**src/rtl/mfp_ahb_simple_master_pkg.sv**
```systemverilog
// Shared AHB-Lite encodings and helpers for the simple bus master and its
// lane-steering block.
//   HTRANS_*  : transfer type codes (only IDLE and NONSEQ are issued)
//   HBURST_*  : burst code (SINGLE only)
//   SIZE_*    : command / HSIZE size codes (byte, half, word)
//   cmd_misaligned() : 1 when a size/address pair cannot go on the bus
package mfp_ahb_simple_master_pkg;

  localparam logic [1:0] HTRANS_IDLE   = 2'b00;
  localparam logic [1:0] HTRANS_NONSEQ = 2'b10;
  localparam logic [2:0] HBURST_SINGLE = 3'b000;

  localparam logic [1:0] SIZE_BYTE = 2'd0;
  localparam logic [1:0] SIZE_HALF = 2'd1;
  localparam logic [1:0] SIZE_WORD = 2'd2;

  // Size 3 (doubleword) is not supported on this 32-bit bus.
  function automatic logic cmd_misaligned(input logic [1:0] size,
                                          input logic [1:0] addr);
    case (size)
      SIZE_BYTE: cmd_misaligned = 1'b0;
      SIZE_HALF: cmd_misaligned = addr[0];
      SIZE_WORD: cmd_misaligned = |addr;
      default:   cmd_misaligned = 1'b1;
    endcase
  endfunction

endpackage

```
**src/rtl/mfp_ahb_lane_steer.sv**
```systemverilog
// Little-endian byte-lane steering for a 32-bit AHB-Lite master.
//   size_i  : transfer size code (byte/half/word)
//   addr_i  : low address bits of the transfer
//   wdata_i : right-justified write data   -> wdata_o : lane-replicated HWDATA
//   rdata_i : raw HRDATA                   -> rdata_o : right-justified, zero-extended
// Purely combinational so other masters can reuse it.
module mfp_ahb_lane_steer
  import mfp_ahb_simple_master_pkg::*;
(
  input  logic [1:0]  size_i,
  input  logic [1:0]  addr_i,
  input  logic [31:0] wdata_i,
  output logic [31:0] wdata_o,
  input  logic [31:0] rdata_i,
  output logic [31:0] rdata_o
);

  always_comb begin
    case (size_i)
      SIZE_BYTE: wdata_o = {4{wdata_i[7:0]}};
      SIZE_HALF: wdata_o = {2{wdata_i[15:0]}};
      default:   wdata_o = wdata_i;
    endcase
  end

  always_comb begin
    case (size_i)
      SIZE_BYTE: rdata_o = {24'h0, rdata_i[{addr_i, 3'b000} +: 8]};
      SIZE_HALF: rdata_o = {16'h0, rdata_i[{addr_i[1], 4'b0000} +: 16]};
      default:   rdata_o = rdata_i;
    endcase
  end

endmodule

```
**src/rtl/mfp_ahb_simple_master.sv**
```systemverilog
// Single-transfer AHB-Lite initiator. Each accepted command becomes one
// SINGLE/NONSEQ transfer; the result is returned on a held response channel.
//   HCLK/HRESETn        : bus clock, async active-low reset
//   H* outputs          : registered AHB-Lite address/control/write data
//   HRDATA/HREADY/HRESP : slave response
//   cmd_*               : valid/ready command stream (write, addr, size, wdata)
//   rsp_*               : valid/ready response (rdata, error, timeout)
// Misaligned commands skip the bus and answer with rsp_error. A watchdog
// abandons a transfer after TIMEOUT_CYCLES consecutive wait cycles (0 = off).
module mfp_ahb_simple_master
  import mfp_ahb_simple_master_pkg::*;
#(
  parameter int unsigned TIMEOUT_CYCLES = 1024,
  parameter logic [3:0]  HPROT_VAL      = 4'b0011
) (
  input  logic        HCLK,
  input  logic        HRESETn,
  output logic [31:0] HADDR,
  output logic [2:0]  HBURST,
  output logic        HMASTLOCK,
  output logic [3:0]  HPROT,
  output logic [2:0]  HSIZE,
  output logic [1:0]  HTRANS,
  output logic [31:0] HWDATA,
  output logic        HWRITE,
  input  logic [31:0] HRDATA,
  input  logic        HREADY,
  input  logic        HRESP,
  input  logic        cmd_valid,
  output logic        cmd_ready,
  input  logic        cmd_write,
  input  logic [31:0] cmd_addr,
  input  logic [1:0]  cmd_size,
  input  logic [31:0] cmd_wdata,
  output logic        rsp_valid,
  input  logic        rsp_ready,
  output logic [31:0] rsp_rdata,
  output logic        rsp_error,
  output logic        rsp_timeout
);

  typedef enum logic [1:0] {ST_IDLE, ST_ADDR, ST_DATA, ST_RESP} state_e;

  localparam logic [31:0] WD_LIMIT = 32'(TIMEOUT_CYCLES);

  state_e      state_q, state_d;
  logic [31:0] haddr_q, haddr_d, hwdata_q, hwdata_d, wraw_q, wraw_d;
  logic [2:0]  hsize_q, hsize_d;
  logic [1:0]  htrans_q, htrans_d;
  logic        hwrite_q, hwrite_d, cmd_ready_q, cmd_ready_d;
  logic [31:0] cap_rdata_q, cap_rdata_d;
  logic        cap_err_q, cap_err_d, cap_to_q, cap_to_d;
  logic        rsp_valid_q, rsp_valid_d, rsp_error_q, rsp_error_d;
  logic        rsp_timeout_q, rsp_timeout_d;
  logic [31:0] rsp_rdata_q, rsp_rdata_d;
  logic [31:0] wd_cnt_q, wd_cnt_d;
  logic [31:0] steer_wdata, steer_rdata;
  logic        accept, cmd_bad, wd_hit;

  assign accept  = cmd_valid && cmd_ready_q;
  assign cmd_bad = cmd_misaligned(cmd_size, cmd_addr[1:0]);
  // Fires on the wait cycle that would bring the count to the limit.
  assign wd_hit  = (WD_LIMIT != 32'd0) && !HREADY && (wd_cnt_q == WD_LIMIT - 32'd1);

  // Steering works on the latched transfer, never on live bus inputs.
  mfp_ahb_lane_steer u_steer (
    .size_i  (hsize_q[1:0]),
    .addr_i  (haddr_q[1:0]),
    .wdata_i (wraw_q),
    .wdata_o (steer_wdata),
    .rdata_i (cap_rdata_q),
    .rdata_o (steer_rdata)
  );

  // State register plus all registered outputs.
  always_ff @(posedge HCLK or negedge HRESETn) begin
    if (!HRESETn) begin
      state_q       <= ST_IDLE;
      haddr_q       <= '0;
      hwdata_q      <= '0;
      wraw_q        <= '0;
      hsize_q       <= 3'd2;
      htrans_q      <= HTRANS_IDLE;
      hwrite_q      <= 1'b0;
      cmd_ready_q   <= 1'b1;
      cap_rdata_q   <= '0;
      cap_err_q     <= 1'b0;
      cap_to_q      <= 1'b0;
      rsp_valid_q   <= 1'b0;
      rsp_rdata_q   <= '0;
      rsp_error_q   <= 1'b0;
      rsp_timeout_q <= 1'b0;
      wd_cnt_q      <= '0;
    end else begin
      state_q       <= state_d;
      haddr_q       <= haddr_d;
      hwdata_q      <= hwdata_d;
      wraw_q        <= wraw_d;
      hsize_q       <= hsize_d;
      htrans_q      <= htrans_d;
      hwrite_q      <= hwrite_d;
      cmd_ready_q   <= cmd_ready_d;
      cap_rdata_q   <= cap_rdata_d;
      cap_err_q     <= cap_err_d;
      cap_to_q      <= cap_to_d;
      rsp_valid_q   <= rsp_valid_d;
      rsp_rdata_q   <= rsp_rdata_d;
      rsp_error_q   <= rsp_error_d;
      rsp_timeout_q <= rsp_timeout_d;
      wd_cnt_q      <= wd_cnt_d;
    end
  end

  // Next-state logic.
  always_comb begin
    state_d = state_q;
    case (state_q)
      ST_IDLE: if (accept) state_d = cmd_bad ? ST_RESP : ST_ADDR;
      ST_ADDR: if (HREADY) state_d = ST_DATA;
               else if (wd_hit) state_d = ST_RESP;
      ST_DATA: if (HREADY || wd_hit) state_d = ST_RESP;
      ST_RESP: if (rsp_valid_q && rsp_ready) state_d = ST_IDLE;
      default: state_d = ST_IDLE;
    endcase
  end

  // Output / datapath next values; every bus output is derived from state_d
  // so nothing reaches a pin combinationally from the slave.
  always_comb begin
    haddr_d       = haddr_q;
    hsize_d       = hsize_q;
    hwrite_d      = hwrite_q;
    wraw_d        = wraw_q;
    hwdata_d      = hwdata_q;
    htrans_d      = (state_d == ST_ADDR) ? HTRANS_NONSEQ : HTRANS_IDLE;
    cmd_ready_d   = (state_d == ST_IDLE);
    cap_rdata_d   = cap_rdata_q;
    cap_err_d     = cap_err_q;
    cap_to_d      = cap_to_q;
    rsp_valid_d   = rsp_valid_q;
    rsp_rdata_d   = rsp_rdata_q;
    rsp_error_d   = rsp_error_q;
    rsp_timeout_d = rsp_timeout_q;

    if (state_d != state_q)
      wd_cnt_d = '0;
    else if ((state_q == ST_ADDR || state_q == ST_DATA) && !HREADY)
      wd_cnt_d = wd_cnt_q + 32'd1;
    else
      wd_cnt_d = wd_cnt_q;

    if (accept) begin
      // A rejected command leaves the bus registers untouched.
      if (!cmd_bad) begin
        haddr_d  = cmd_addr;
        hsize_d  = {1'b0, cmd_size};
        hwrite_d = cmd_write;
        wraw_d   = cmd_wdata;
      end
      cap_err_d   = cmd_bad;
      cap_to_d    = 1'b0;
      cap_rdata_d = '0;
    end

    if (state_q == ST_ADDR && HREADY)
      hwdata_d = steer_wdata;

    if (state_q == ST_DATA && HREADY) begin
      cap_rdata_d = HRDATA;
      cap_err_d   = HRESP;
    end

    if (wd_hit && (state_q == ST_ADDR || state_q == ST_DATA)) begin
      cap_err_d = 1'b1;
      cap_to_d  = 1'b1;
    end

    // Response fields load once on the first RESP cycle and then hold.
    if (state_q == ST_RESP && !rsp_valid_q) begin
      rsp_valid_d   = 1'b1;
      rsp_error_d   = cap_err_q;
      rsp_timeout_d = cap_to_q;
      rsp_rdata_d   = (hwrite_q || cap_err_q) ? 32'h0 : steer_rdata;
    end else if (rsp_valid_q && rsp_ready) begin
      rsp_valid_d = 1'b0;
    end
  end

  assign HADDR       = haddr_q;
  assign HBURST      = HBURST_SINGLE;
  assign HMASTLOCK   = 1'b0;
  assign HPROT       = HPROT_VAL;
  assign HSIZE       = hsize_q;
  assign HTRANS      = htrans_q;
  assign HWDATA      = hwdata_q;
  assign HWRITE      = hwrite_q;
  assign cmd_ready   = cmd_ready_q;
  assign rsp_valid   = rsp_valid_q;
  assign rsp_rdata   = rsp_rdata_q;
  assign rsp_error   = rsp_error_q;
  assign rsp_timeout = rsp_timeout_q;

endmodule

```
**config.mk**
```make
export PLATFORM = sky130hd
export DESIGN_NAME = mfp_ahb_simple_master
export DESIGN_NICKNAME = d
export VERILOG_FILES = /design/src/rtl/mfp_ahb_simple_master_pkg.sv /design/src/rtl/mfp_ahb_lane_steer.sv /design/src/rtl/mfp_ahb_simple_master.sv
export SDC_FILE = /design/constraint.sdc
export NUM_CORES = 1
export LEC_CHECK = 0
export CAP_MARGIN = 20
export CORE_UTILIZATION = 51
export DETAILED_ROUTE_END_ITERATION = 8
export PLACE_DENSITY_LB_ADDON = 0.12
export SKIP_LAST_GASP = 1
export SYNTH_ARGS = -nofsm -noshare
export SYNTH_HDL_FRONTEND = slang
export SYNTH_SLANG_ARGS = --single-unit
```
**constraint.sdc**
```tcl
create_clock -name HCLK -period 4.4 [get_ports HCLK]
set_clock_uncertainty 0.15 [all_clocks]
set_input_delay 1.32 -clock HCLK [delete_from_list [all_inputs] [get_ports HCLK]]
set_output_delay 1.32 -clock HCLK [all_outputs]
set_load 0.03 [all_outputs]
```
After elaboration in Yosys (flattened, before gate mapping)
Cells that the tools add are included.
W data, S select, Z words.

word-level totals
  bits in registers = 205
  input bits = 105

operators by class
  $add $sub $neg = 1
  equal/unequal tests = 9
  shifts and indexed selects = 2
  multiplexer cells = 23
  bitwise operators = 1
  reductions and logical operators = 24

operators by type and width
  kind                     number
  $mux W32                 5
  $pmux W32 S2             2
  $add A32 B1 Y32 const B  1
  $eq A32 B10 Y1 const B   1
  $shiftx A32 B6 Y16       1
  $shiftx A32 B6 Y8        1
  $mux W2                  7
  $eq A2 B1 Y1 const B     4
  $logic_and A1 B1 Y1      8
  $logic_not A2 Y1         4
  $pmux W2 S4              1
  $reduce_bool A2 Y1       4
  $mux W1                  7
  $eq A2 B2 Y1 const B     3
  $logic_or A1 B1 Y1       3
  $pmux W1 S3              1
  $reduce_bool A3 Y1       1
  $logic_not A1 Y1         2
  $ne A2 B2 Y1             1
  $reduce_and A2 Y1        1
  $reduce_or A2 Y1         1
  $not A1 Y1               1

Logic depth before layout (Yosys ltp)
Gate-level depths: netlist of run 1.

  depth in word-level cells = 7
  mapped depth = 10
  depth with buffers taken out = 7

Cells and area by module
A second synthesis of run 1 with hierarchy kept.

second synthesis, totals
  cells, all modules = 732
  area, all modules = 9270.1 µm²

by module, submodules not included
  module                 times used  cells an instance  area an instance (µm²)  seq. area each (µm²)
  mfp_ahb_simple_master  1           609                8323.0                  5107.4
  mfp_ahb_lane_steer     1           123                947.2                   0.0

Least setup slack after synthesis of run 1
OpenSTA, ideal clock, no wires.

  path type = in2reg
  from = input port rsp_ready
  to = register wd_cnt_q[30]
  library setup time = 96 ps
  data arrival time = 2529 ps
  data required time = 4154 ps
  setup slack = 1625 ps
  stages = 6
  path buffers = 1
  path through = a21boi_0 -> or4_1 -> o221ai_1 -> a21oi_1 -> buf_2 -> nor4_2

between the ends
  cells in the longest elaborated chain, start to end = 5
  elaborated cells on any way between the ends = 6

ends and longest elaborated chain
  item                                            RTL line                      text
  from (decl)                                     mfp_ahb_simple_master.sv:36   input logic rsp_ready,
  $logic_and A1 B1 Y1 (*)                         mfp_ahb_simple_master.sv:122  ST_RESP: if (rsp_valid_q && rsp_ready) state_d = ST_IDLE;
  $mux W2 (*)                                     mfp_ahb_simple_master.sv:122
  $pmux W2 S4 (*)                                 mfp_ahb_simple_master.sv:117  case (state_q)
  $ne A2 B2 Y1 (*)                                mfp_ahb_simple_master.sv:145  if (state_d != state_q)
  $mux W32 or $reduce_bool A2 Y1 (tied branches)  --
  to (signal assigned)                            mfp_ahb_simple_master.sv:110  wd_cnt_q <= wd_cnt_d;
  to (decl)                                       mfp_ahb_simple_master.sv:56   logic [31:0] wd_cnt_q, wd_cnt_d;

Mark *: on every way between the ends. The rest lies on a longest branch, timed or not.
A chain may end at the register's enable or synchronous reset.

Worst setup path after layout of run 1
  from = input port cmd_size[0]
  to = register wd_cnt_q[16]

between the ends
  cells in the longest elaborated chain, start to end = 7
  elaborated cells on any way between the ends = 10

ends and longest elaborated chain
  item                                            RTL line                         text
  from (decl)                                     mfp_ahb_simple_master.sv:33      input logic [1:0] cmd_size,
  $eq A2 B2 Y1 (tied with other cells)            mfp_ahb_simple_master_pkg.sv:20  case (size)
  $pmux W1 S3 (*)                                 mfp_ahb_simple_master_pkg.sv:20
  $mux W2 (*) (2 in series)                       mfp_ahb_simple_master.sv:118     ST_IDLE: if (accept) state_d = cmd_bad ? ST_RESP : ST_ADDR;
  $pmux W2 S4 (*)                                 mfp_ahb_simple_master.sv:117
  $ne A2 B2 Y1 (*)                                mfp_ahb_simple_master.sv:145
  $mux W32 or $reduce_bool A2 Y1 (tied branches)  --

Marked as above.

==> results of run 1 <==
## cell usage in the layout, fill, tap and decap left out, drive strengths merged, types with 17 or more instances in the layout
cell           count
clkdlybuf4s50    207
dfrtp            202
nand2             86
mux2              68
a22o              52
o21ai             49
nor4              47
clkbuf            32
mux2i             28
xnor2             27
nor2              23
a21oi             18
nor2b             17
## power groups by stage
stage / combinational, W / sequential, W / clock [W]
final: 0.00404 / 0.00308 / 0.00186
after global routing: 0.00433 / 0.00317 / 0.00197
after CTS: 0.00408 / 0.00308 / 0.00189
after detailed placement: 0.00405 / 0.00310 / 0
after global placement: 0.00399 / 0.00308 / 0
after floorplan: 0.00173 / 0.00383 / 0
## stage by stage
stage               utilization [%]  worst slack, ps  power, W  hold slack [ps]  instance area [sq um]
global placement               64.6              520   0.00707              309                  11600
floorplan                         -             1620   0.00556              296                   9330
detailed placement             64.6              500   0.00715              321                  11600
finish                         68.7             1010   0.00898              334                  12300
global route                   68.7              917   0.00947              365                  12300
CTS                            68.7             1000   0.00905              338                  12300
## state kept, by name, indices dropped and copies added, names as in the netlist
name,flops
state_q,2
HTRANS,1
wraw_q,32
wd_cnt_q,32
cmd_ready,1
HWRITE,1
HWDATA,32
HADDR,32
cap_to_q,1
rsp_error,1
cap_err_q,1
HSIZE,2
rsp_timeout,1
cap_rdata_q,32
rsp_valid,1
rsp_rdata,32
## logic make-up after synthesis
group / count (synthesis) / share of synthesized area [%]
other: 2 / 0.0807
flip-flops: 204 / 54.9
buffers and inverters: 77 / 4.08
multiplexers: 96 / 11.2
AO/OA/AOI/OAI: 152 / 11.4
XOR/XNOR: 31 / 2.92
adder cells (fa/ha/maj): 5 / 0.672
AND/OR/NAND/NOR: 217 / 14.7
## critical path, cell delays in order
cell	delay, ps
clkdlybuf4s50_1	480
o21ai_0	300
nand4_1	160
o221ai_1	230
and3_1	750
buf_12	270
nor4_2	70
## final timing paths
check                                  end  slack [ps]  depth (start not counted)
setup / recovery              wd_cnt_q[16]        1010                          7
setup reg to reg              wd_cnt_q[16]        1490                          7
hold reg to reg              rsp_rdata[10]         330                          2
max in group asynchronous       wraw_q[27]        2470                          2
hold / removal               rsp_rdata[10]         330                          2
min in group asynchronous  cap_rdata_q[26]         710                          1
## layer usage
metal / GRT usage (%) / wire [um] / part of all wire (%)
met5: 0 / 16 / 0.070
met4: 5.86 / 372 / 1.6
met3: 8.85 / 2100 / 9.2
met2: 39.8 / 10600 / 47
met1: 32.8 / 9750 / 43
## layout make-up
cell class | count | area [sq um] | share of cell area, %
Sequential cell | 204 | 5110 | 41.5
Inverter | 16 | 60.1 | 0.488
Clock inverter | 9 | 100 | 0.814
Clock buffer | 31 | 636 | 5.17
Antenna cell | 2 | 5.00 | 0.0407
Multi-Input combinational cell | 511 | 3860 | 31.4
Timing Repair Buffer | 224 | 2240 | 18.2
Tap cell | 229 | 287 | 2.33
==> flow_metrics.env, run 1 <==
export IMPL_cp_end_kind="register"
export IMPL_startpoint="cmd_size[0]"
export IMPL_viasPerCell=5.57
export IMPL_relSlewSlack_pct=28.6
export IMPL_layout_cells_non_filler=1226
export IMPL_grt_ovfl_total=0
export IMPL_portBuffers=208
export IMPL_path_clk_slew_ps=60
export IMPL_grt_max_degree=88
export IMPL_drc=0
export IMPL_synth_top_area_share_pct=54.3
export IMPL_area_growth_pct=32.2
export IMPL_die_y_um=137
export IMPL_worst_pin_slew_ps=1070
export IMPL_grt_use_total_pct=25.0
export IMPL_cts_resized=0
export IMPL_grt_pass1_vias=6841
export IMPL_worstPathMaxFanout=19
export IMPL_fillCellCount=1369
export IMPL_drive_gt1_share_pct=17.1
export IMPL_yosys_top_cells_count="dfrtp_1, nand2_1, mux2_2"
export IMPL_start_kind="input port"
export IMPL_yosysUniqueCellTypes=52
export IMPL_vdd_drop_max_mv=0.451
export IMPL_p_sw_share_pct=39.9
export IMPL_period_share_pct=77.0
export IMPL_grt_pass1_wl_um=36300
export IMPL_synth_area_leaders="dfrtp_1, mux2_2, a22o_1"
export IMPL_power_internal_w=0.00540
export IMPL_finalNetCount=1089
export IMPL_ant_nets=0
export IMPL_place_gp_congestion=0.806
export IMPL_hold_start="rsp_rdata[10]"
export IMPL_async_flop_share_pct=100
export IMPL_ys_ff_latch=204
export IMPL_fp_row_count=49
export IMPL_rsz0062_at_grt="false"
export IMPL_powerDensity_nw_per_um2=730
export IMPL_setup_tns_ps=0
export IMPL_synth_ff_type="dfrtp_1"
export IMPL_worstSetupPathType="in2reg"
export IMPL_initial_utilization_pct=52.0
export IMPL_r2r_start="state_q[0]"
export IMPL_drt_iter0_markers=408
export IMPL_routedWlPerCell_um=18.7
export IMPL_syn_avg_cell_area_sq_um=11.9
export IMPL_root_buffer="clkbuf_16"
export IMPL_seq_power_share_pct=34.3
export IMPL_cts_tree="yes"
export IMPL_ctsHtreeMaxLevel=1
export IMPL_dieArea_sq_um=18800
export IMPL_clock_power_share_pct=20.7
export IMPL_dr_pass1_iters=5
export IMPL_yosysTopAreaCell="dfrtp_1"
export IMPL_clock_sinks=204
export IMPL_routed_wl_um=22900
export IMPL_status="completed"
export IMPL_postCtsSetupRepairBufs=0
export IMPL_finalMaxSlewViolations=0
export IMPL_hold_class="reg2reg"
export IMPL_synth_most_common_cell="dfrtp_1"
export IMPL_cap_violations=0
export IMPL_worstPathArrival_ps=3600
export IMPL_clock_latency_ps=510
export IMPL_place_hpwl_um=15300
export IMPL_netlist_area_sq_um=9300
export IMPL_pwr_share_comb_pct=45.0
export IMPL_clock_fmax_mhz=295
export IMPL_die_x_um=137
export IMPL_antenna_found_initial=2
export IMPL_p_leak_nw=5.20
export IMPL_min_period_ps=3390
export IMPL_ys_warn_count=0
export IMPL_synth_seq_area_share_pct=54.9
export IMPL_required_ps=4610
export IMPL_hold_viol=0
export IMPL_vias=6831
export IMPL_placed_cells=1184
export IMPL_cts_buffers=22
export IMPL_p_sw_w=0.00358
export IMPL_core_sq_um=17900
export IMPL_cts_hold_buffers=0
export IMPL_ios=219
export IMPL_synth_edff_count=0
export IMPL_synth_cells=784
export IMPL_clock_path_buffers=3
export IMPL_finalSetupViolCount=0
(Power assumes the default switching activity.)
==> run 2: changes to the inputs <==
--- a/config.mk
+++ b/config.mk
@@ -6,7 +6,7 @@
 export NUM_CORES = 1
 export LEC_CHECK = 0
 export CAP_MARGIN = 20
-export CORE_UTILIZATION = 51
+export CORE_UTILIZATION = 50
 export DETAILED_ROUTE_END_ITERATION = 8
 export PLACE_DENSITY_LB_ADDON = 0.12
 export SKIP_LAST_GASP = 1
==> constraint.sdc (replaced) <==
create_clock -name HCLK -period 3.3 [get_ports HCLK]
set_clock_uncertainty 0.15 [all_clocks]
set_input_delay 0.99 -clock HCLK [delete_from_list [all_inputs] [get_ports HCLK]]
set_output_delay 0.99 -clock HCLK [all_outputs]
set_load 0.03 [all_outputs]
==> flow_metrics.env, run 2 (same netlist as run 1, synthesis figures left out) <==
export IMPL_layout_common_cells="clkdlybuf4s50_1, dfrtp_1, nand2_1"
export IMPL_root_buffer="clkbuf_16"
export IMPL_finalNetCount=1098
export IMPL_path_depth=1
export IMPL_violations="design-rule violations"
export IMPL_grt_pass1_wl_um=37000
export IMPL_cts_resized=0
export IMPL_dieArea_sq_um=19200
export IMPL_antenna_found_initial=0
export IMPL_ios=219
export IMPL_cp_end_kind="output pin"
export IMPL_clock_latency_ps=490
export IMPL_cp_cell_sequence="clkdlybuf4s50_1"
export IMPL_mostFrequentLayoutCell="clkdlybuf4s50_1"
export IMPL_worstPathMaxFanout=4
export IMPL_powerDensity_nw_per_um2=960
export IMPL_slowest_stage="clkdlybuf4s50_1"
export IMPL_fp_row_count=49
export IMPL_portBuffers=208
export IMPL_worstPathArrival_ps=1760
export IMPL_n_antenna_cell=0
export IMPL_relSlewSlack_pct=57.1
export IMPL_worst_pin_slew_ps=642
export IMPL_dr_pass1_iters=8
export IMPL_initial_utilization_pct=51.4
export IMPL_drive_gt1_share_pct=17.4
export IMPL_period_share_pct=87.7
export IMPL_clock_sinks=204
export IMPL_p_leak_nw=5.22
export IMPL_p_sw_w=0.00474
export IMPL_hold_class="in2async"
export IMPL_clock_fmax_mhz=345
export IMPL_clock_path_buffers=3
export IMPL_area_growth_pct=32.7
export IMPL_grt_max_degree=57
export IMPL_drc=23
export IMPL_power_internal_w=0.00711
export IMPL_grt_pass1_vias=6840
export IMPL_place_gp_congestion=0.827
export IMPL_cts_buffers=23
export IMPL_grt_ovfl_total=0
export IMPL_grt_use_total_pct=24.2
export IMPL_seq_power_share_pct=34.7
export IMPL_placed_cells=1192
export IMPL_drt_iter0_markers=333
export IMPL_routedWlPerCell_um=18.4
export IMPL_critPathBufInv=1
export IMPL_min_period_ps=2900
export IMPL_path_clk_slew_ps=60
export IMPL_rr_worst_depth=7
export IMPL_core_sq_um=18100
export IMPL_placedInstanceArea_sq_um=11700
export IMPL_routed_wl_um=22600
export IMPL_pwr_share_comb_pct=45.5
export IMPL_die_x_um=138
export IMPL_viasPerCell=5.50
export IMPL_rsz0062_at_grt="false"
export IMPL_cts_tree="yes"
export IMPL_required_ps=2160
export IMPL_ctsHtreeMaxLevel=1
export IMPL_status="finished with violations"
export IMPL_max_stage_delay_ps=690
export IMPL_postCtsSetupRepairBufs=0
export IMPL_finalMaxSlewViolations=0
export IMPL_design_area_sq_um=12300
export IMPL_crit_family="buffers and inverters"
export IMPL_finalSetupViolCount=0
export IMPL_setup_tns_ps=0
export IMPL_vias=6770
export IMPL_fillCellCount=1408
export IMPL_place_hpwl_um=15200
export IMPL_ant_nets=0
export IMPL_worstSetupPathType="reg2out"
export IMPL_die_y_um=138
export IMPL_hold_viol=0
export IMPL_layout_cells_non_filler=1230
export IMPL_start_kind="register"
export IMPL_cts_hold_buffers=0
export IMPL_clock_power_share_pct=19.7
export IMPL_cap_violations=0
export IMPL_p_sw_share_pct=40.0
export IMPL_vdd_drop_max_mv=0.689
[run 2: cell count changes in the layout (fill, tap and decap cells not counted)]
cell | before | now
buf_4 | 13 | 18
diode_2 | 2 | 0
clkbuf_1 | 5 | 7
bufinv_16 | 2 | 0
clkbuf_8 | 4 | 6
clkinvlp_4 | 2 | 1
clkinv_2 | 5 | 2
buf_12 | 3 | 6
[run 2: final timing paths]
path / slack (ps) / endpoint / from
max: 400 / cmd_ready / cmd_ready
min: 310 / rsp_rdata[26] / HRESETn
max reg2reg: 730 / wd_cnt_q[31] / state_q[0]
min reg2reg: 330 / HWDATA[27] / HWDATA[27]
max in group asynchronous: 2010 / cap_rdata_q[18] / HRESETn
min in group HCLK: 330 / HWDATA[27] / HWDATA[27]
[run 2: power groups by stage]
stage	registers, W	logic (W)	clock network [W]
final	0.00412	0.00540	0.00234
after global routing	0.00424	0.00575	0.00249
after CTS	0.00412	0.00543	0.00239
after detailed placement	0.00414	0.00540	0
after global placement	0.00411	0.00535	0
after floorplan	0.00511	0.00231	0
[run 2: routing by layer]
| layer | vias to the layer above | share of wire [%] | track usage, % |
|---|---|---|---|
| met1 | 3311 | 45 | 34.4 |
| met2 | 219 | 46 | 37.4 |
| met4 | 0 | 1.9 | 6.51 |
| met5 | - | 0 | 0 |
| met3 | 30 | 7.1 | 5.33 |
| li1 | 3210 | - | - |
[run 2: layout make-up]
cell class                 instances  area [sq um]  share of cell area, %
sequential                       204          5110                   41.4
clock inverter                     3          17.5                  0.142
multi-input combinational        511          3860                   31.3
tap                              229           287                   2.32
inverter                          16          60.1                  0.487
clock buffer                      35           671                   5.43
timing repair buffer             232          2340                   19.0
[run 2: through the flow]
stage | utilization [%] | hold slack, ps | total power (W) | setup slack, ps
after floorplan | - | 296 | 0.00742 | 855
after global placement | 64.4 | 310 | 0.00946 | 164
after detailed placement | 64.4 | 320 | 0.00955 | 153
after CTS | 68.3 | 306 | 0.0119 | 379
after global routing | 68.3 | 332 | 0.0125 | 379
final | 68.3 | 307 | 0.0119 | 405
[run 2: worst register-to-register path, cell delays in order, from the launching register on]
cell,delay (ps)
dfrtp_1,480
inv_1,110
ha_1,420
nand4b_4,140
or4_4,620
nor4_2,300
xnor2_1,110
nor4_2,140
